===== src/rtl/mpdmac_pkg.sv =====
// Shared types and widths for the matrix DMA job queue.
package mpdmac_pkg;

    localparam int ADDR_W  = 32;
    localparam int WIDTH_W = 6;
    localparam int CNT_W   = 16;

    typedef enum logic [1:0] {
        IDLE,
        START,
        WAIT_BUSY,
        WAIT_DONE
    } state_t;

    typedef struct packed {
        logic [ADDR_W-1:0]  src;
        logic [ADDR_W-1:0]  dst;
        logic [WIDTH_W-1:0] width;
    } job_t;

endpackage


===== src/rtl/mpdmac_jobq_fifo.sv =====
// Power-of-two job FIFO; the head entry is presented combinationally on o_data.
import mpdmac_pkg::*;

module mpdmac_jobq_fifo #(
    parameter int DEPTH = 4
) (
    input  logic                   clk,
    input  logic                   rst,
    input  logic                   i_push,
    input  logic                   i_pop,
    input  job_t                   i_data,
    output job_t                   o_data,
    output logic                   o_full,
    output logic                   o_empty,
    output logic [$clog2(DEPTH):0] o_count
);

    localparam int PW = $clog2(DEPTH);
    localparam int CW = PW + 1;

    job_t          r_mem [DEPTH];
    logic [PW-1:0] r_wr_ptr;
    logic [PW-1:0] r_rd_ptr;
    logic [CW-1:0] r_count;
    logic          w_do_push;
    logic          w_do_pop;

    assign w_do_push = i_push && !o_full;
    assign w_do_pop  = i_pop && !o_empty;
    assign o_full    = (r_count == CW'(DEPTH));
    assign o_empty   = (r_count == '0);
    assign o_count   = r_count;
    assign o_data    = r_mem[r_rd_ptr];

    always_ff @(posedge clk) begin
        if (w_do_push) begin
            r_mem[r_wr_ptr] <= i_data;
        end
    end

    // Pointers wrap naturally because DEPTH is a power of two.
    always_ff @(posedge clk) begin
        if (rst) begin
            r_wr_ptr <= '0;
            r_rd_ptr <= '0;
            r_count  <= '0;
        end else begin
            if (w_do_push) r_wr_ptr <= r_wr_ptr + 1'b1;
            if (w_do_pop)  r_rd_ptr <= r_rd_ptr + 1'b1;
            case ({w_do_push, w_do_pop})
                2'b10:   r_count <= r_count + 1'b1;
                2'b01:   r_count <= r_count - 1'b1;
                default: r_count <= r_count;
            endcase
        end
    end

endmodule


===== src/rtl/mpdmac_jobq.sv =====
// Job queue and launch sequencer for the matrix DMA engine.
// Optional watchdog is built when MPDMAC_JOBQ_TIMEOUT_EN is defined.
import mpdmac_pkg::*;

module mpdmac_jobq #(
    parameter int DEPTH      = 4,
    parameter int TMO_CYCLES = 65535
) (
    input  logic               clk,
    input  logic               rst,
    input  logic               job_valid_i,
    output logic               job_ready_o,
    input  logic [ADDR_W-1:0]  job_src_i,
    input  logic [ADDR_W-1:0]  job_dst_i,
    input  logic [WIDTH_W-1:0] job_width_i,
    output logic [ADDR_W-1:0]  src_addr_o,
    output logic [ADDR_W-1:0]  dst_addr_o,
    output logic [WIDTH_W-1:0] mat_width_o,
    output logic               start_o,
    input  logic               done_i,
    output logic               busy_o,
    output logic               irq_o,
    input  logic               irq_clr_i,
    output logic [CNT_W-1:0]   done_cnt_o,
    output logic               tmo_o
);

    localparam int CW = $clog2(DEPTH) + 1;

    logic               w_push;
    logic               w_pop;
    logic               w_full;
    logic               w_empty;
    logic [CW-1:0]      w_count;
    job_t               w_job_in;
    job_t               w_head;

    state_t             r_state;
    logic               r_start;
    logic               r_irq;
    logic [CNT_W-1:0]   r_done_cnt;
    logic [ADDR_W-1:0]  r_src;
    logic [ADDR_W-1:0]  r_dst;
    logic [WIDTH_W-1:0] r_width;

    assign w_job_in    = '{src: job_src_i, dst: job_dst_i, width: job_width_i};
    assign job_ready_o = (w_count != CW'(DEPTH));
    assign w_push      = job_valid_i && !w_full;
    assign w_pop       = (r_state == IDLE) && !w_empty && done_i;
    assign busy_o      = (r_state != IDLE) || (w_count != '0);

    mpdmac_jobq_fifo #(
        .DEPTH (DEPTH)
    ) u_fifo (
        .clk     (clk),
        .rst     (rst),
        .i_push  (w_push),
        .i_pop   (w_pop),
        .i_data  (w_job_in),
        .o_data  (w_head),
        .o_full  (w_full),
        .o_empty (w_empty),
        .o_count (w_count)
    );

    // A completion in the same cycle as irq_clr_i must leave irq set, so the
    // set assignment comes after the clear.
    always_ff @(posedge clk) begin
        if (rst) begin
            r_state    <= IDLE;
            r_start    <= 1'b0;
            r_irq      <= 1'b0;
            r_done_cnt <= '0;
            r_src      <= '0;
            r_dst      <= '0;
            r_width    <= '0;
        end else begin
            r_start <= 1'b0;
            if (irq_clr_i) r_irq <= 1'b0;
            case (r_state)
                IDLE: begin
                    if (w_pop) begin
                        r_src   <= w_head.src;
                        r_dst   <= w_head.dst;
                        r_width <= w_head.width;
                        r_start <= 1'b1;
                        r_state <= START;
                    end
                end
                START: begin
                    r_state <= WAIT_BUSY;
                end
                WAIT_BUSY: begin
                    if (!done_i) r_state <= WAIT_DONE;
                end
                WAIT_DONE: begin
                    if (done_i) begin
                        r_done_cnt <= r_done_cnt + 1'b1;
                        r_irq      <= 1'b1;
                        r_state    <= IDLE;
                    end
                end
                default: r_state <= IDLE;
            endcase
        end
    end

    assign start_o     = r_start;
    assign irq_o       = r_irq;
    assign done_cnt_o  = r_done_cnt;
    assign src_addr_o  = r_src;
    assign dst_addr_o  = r_dst;
    assign mat_width_o = r_width;

`ifdef MPDMAC_JOBQ_TIMEOUT_EN
    logic [CNT_W-1:0] r_tmo_cnt;
    logic             r_tmo;

    // Counts cycles spent waiting on the engine and saturates at the limit.
    always_ff @(posedge clk) begin
        if (rst) begin
            r_tmo_cnt <= '0;
            r_tmo     <= 1'b0;
        end else if (r_state == START) begin
            r_tmo_cnt <= '0;
        end else if ((r_state == WAIT_BUSY || r_state == WAIT_DONE) &&
                     (r_tmo_cnt != CNT_W'(TMO_CYCLES))) begin
            r_tmo_cnt <= r_tmo_cnt + 1'b1;
            if (r_tmo_cnt == CNT_W'(TMO_CYCLES - 1)) r_tmo <= 1'b1;
        end
    end

    assign tmo_o = r_tmo;
`else
    logic w_tmo_unused;

    assign w_tmo_unused = (TMO_CYCLES == 0);
    assign tmo_o        = 1'b0;
`endif

endmodule


===== config.mk =====
export PLATFORM = sky130hd
export DESIGN_NAME = mpdmac_jobq
export DESIGN_NICKNAME = d
export VERILOG_FILES = /design/src/rtl/mpdmac_pkg.sv /design/src/rtl/mpdmac_jobq_fifo.sv /design/src/rtl/mpdmac_jobq.sv
export SDC_FILE = /design/constraint.sdc
export NUM_CORES = 1
export LEC_CHECK = 0
export ABC_AREA = 0
export CAP_MARGIN = 20
export CORE_MARGIN = 2
export CORE_UTILIZATION = 35
export DETAILED_ROUTE_END_ITERATION = 10
export SLEW_MARGIN = 30
export SYNTH_ARGS = -nofsm -noshare
export SYNTH_HDL_FRONTEND = slang
export SYNTH_SLANG_ARGS = --single-unit

===== constraint.sdc =====
create_clock -name clk -period 3.1 [get_ports clk]
set_input_delay 0.31 -clock clk [delete_from_list [all_inputs] [get_ports clk]]
set_output_delay 0.31 -clock clk [all_outputs]
set_load 0.01 [all_outputs]

==> run summary <==
Logic synthesis
• 823 — Cells after Synth
• 61.1% — post-synth top area share
• 0% — proportion of synthesized flip-flops having asynchronous set or reset
• edfxtp_1, nand2_1, dfxtp_1 — top cell types by occurrence after synthesis
• edfxtp_1, dfxtp_1, mux4_2, nand2_1, a21oi_1 — ranking of synthesized cells by area
• edfxtp_1 — leading register cell type out of synthesis
• 13800 um2 — cell area after synthesis
• 909 — syn nets
• 280 — number of enable flip-flop cells after synthesis
• 36 — distinct cell type count of the synthesized netlist
• 0 — Warnings, synthesis
• 377 — register bit count reported by yosys
• 16.7 um2 — post-synthesis area per instance
• edfxtp_1 — cell type with the highest aggregate area in the netlist
• edfxtp_1 — dominant cell by count in the synthesized netlist
• 75.2% — sequential cell area fraction in the yosys report

Setup path
• 0.53 ns — peak per-stage delay on the critical path
• u_fifo.o_count[2] — reg2reg start
• buffers and inverters — family with the most delay on the worst path
• reg -> out — kind of critical path
• 2 — number of buffer and inverter stages on the critical path
• inv_1 -> ha_1 -> or4b_1 -> clkdlybuf4s50_1 — Critical Path, Cell by Cell
• 2.79 ns — required time of the worst setup path
• or4b_1 — library cell contributing the largest single delay on the critical path
• 0.61 ns — r2r setup slk
• 2.26 ns — CP Data Arrival Time
• r_state[0] — start point of the critical path
• 4 — CP Max Fanout
• output port — nature of the critical path endpoint
• register — element type at the critical path start

STA
• 0.526 ns — Final Worst Setup Slack
• 0 — # setup viols final
• 389 MHz — Peak Freq
• 0.00964 ns — worst clock skew
• 2.57 ns — min cycle time layout
• 0.249 ns — smallest hold slack
• 0.697 ns — Worst Max-Slew Pin Slew
• 0 — Final Slew Violations
• false — unrepaired setup endpoints after global routing
• 53.5% — worst rel slew slack
• 0 — number of hold violations in the final report
• 83.0% — share of the clock period used by the worst path
• 0 ns — Fin Setup TNS

Drt
• 323 — number of DRC violations after detailed-routing iteration 0
• 4.77 — average via count per standard cell
• 29.1 mm — Total Routed Length
• 18.8 um — Routed WL per cell
• 4 — number of iterations in the first detailed-routing pass
• 7403 — vias post-DR
• 0 — Detail Route Antenna Nets
• 0 — DRC errors left

CTS
• 0 — Post CTS Setup Buffer Count
• 2 — CTS HTree Levels
• 0 — number of cells upsized or downsized after cts
• 377 — clock sink count
• 41 — total clock buffers created by CTS
• built — TritonCTS clock tree
• 0 — hold buffer count at cts
• 0.55 ns — clock latency reported for the late side of the worst-skew pair
• clkbuf_16 — root buf cell
• 3 — Max clock buf depth
• 0.06 ns — post-CTS clock slew at the launch and capture registers of the worst setup and hold paths

Global routing
• 45.3 mm — first-pass GRT wire length
• 0 — final global-route overflow total
• 14.5% — GRT Resource Usage Total
• 7728 — number of global-route vias before repair
• 0 — initial antenna violation count
• 73 — maximum number of pins on one net before global-route repair

Die
• 35.5% — initial standard-cell utilization of the core
• 72 — total number of placement rows
• 38700 um2 — Core Area
• 166 — # IOs
• 202 um — Die X
• 40900 um2 — Die Footprint
• 202 um — Die Y

Power
• 14.1 mW — Design Power
• 0.567 mV — worst vdd ir
• 807 nW/um2 — pwr/cell area
• 5.52 nW — leakage power figure

Final layout
• 0 — Diodes inserted
• 45.0% — Core Util, Final
• 1087 — Final Net Count
• 14.7% — share of final-layout standard cells stronger than drive strength 1
• 3471 — filler cell count in the final layout
• 26.6% — Layout Area Growth over Synthesis

Min path
• in -> reg — HP Class
• rst — hold_sp

Outcome
• finished, final reports clean — status

Placement
• 0.705 — final weighted congestion of routability-driven global placement
• 16.2 mm — post-detailed-placement half-perimeter wirelength
• 0.525 ns — worst slack at placement
• 164 — number of buffer cells added on primary ports

Flow run
• 0 — Maximum Capacitance Violations

[flip-flops by register name, summed over array words and instances, names as in the netlist]
signal	cells
done_cnt_o	16
dst_addr_o	32
irq_o	1
mat_width_o	6
r_state	2
src_addr_o	32
start_o	1
u_fifo.o_count	3
u_fifo.r_mem	280
u_fifo.r_rd_ptr	2
u_fifo.r_wr_ptr	2
[report_power, final]
group / total, mW / switching, mW / internal (mW) / leakage, nW
logic: 2.99 / 1.54 / 1.46 / 1.51
clock network: 4.75 / 1.89 / 2.85 / 0.648
registers: 6.32 / 0.258 / 6.07 / 3.36
total: 14.1 / 3.69 / 10.4 / 5.52
[final cells by class]
type	count	area [um2]	share of cell area, %
Inverter	13	50.0	0.287
Clock inverter	14	115	0.660
Multi-Input combinational cell	390	3220	18.5
Clock buffer	62	1210	6.93
Timing Repair Buffer	178	1840	10.5
Tap cell	518	648	3.72
Sequential cell	377	10400	59.4
[final timing paths]
check / end / cells past startpoint
setup / recovery: busy_o / 4
hold reg to reg: dst_addr_o[14] / 2
hold / removal: done_cnt_o[10] / 2
setup reg to reg: u_fifo.o_count[2] / 9
[metal layers]
metal	global-route usage, %	vias to the layer above	share of wire (%)
li1	-	3458	-
met1	19.0	3761	45
met2	23.6	150	48
met3	4.42	34	5.6
met4	3.88	0	1.6
met5	0	-	0
[metrics by stage]
step | instance area [um2] | std cells
2_1_floorplan | 13800 | 823
5_1_grt | 17400 | 1552
3_3_place_gp | 16100 | 1476
3_5_place_dp | 16100 | 1476
4_1_cts | 17400 | 1552
6_report | 17400 | 1552
[worst register-to-register path: cells and delay by family (launching register included)]
kind	cells	cell delay, ns
flops	1	0.42
fa+ha+maj	2	0.54
xor+xnor	1	0.15
simple gates	3	1.02
buf+inv	2	0.14
compound gates	1	0.14
[cell families after synthesis]
kind of cell	synth area share [%]
flops	75.2
simple gates	6.27
compound gates	3.42
mux	11.5
buf+inv	1.65
xor+xnor	0.891
fa+ha+maj	1.05
other cells	0.0272
[cell usage in the layout (no fill, tap or decap), types with 9 or more instances in the layout]
| cell | instances |
|---|---|
| ha_1 | 10 |
| a21oi_1 | 82 |
| nand2_1 | 150 |
| clkdlybuf4s50_1 | 163 |
| nor2_1 | 18 |
| clkbuf_1 | 13 |
| dfxtp_1 | 95 |
| xnor2_1 | 9 |
| mux4_2 | 70 |
| inv_1 | 12 |
| edfxtp_1 | 280 |
| clkbuf_16 | 43 |
(Power assumes the default switching activity.)
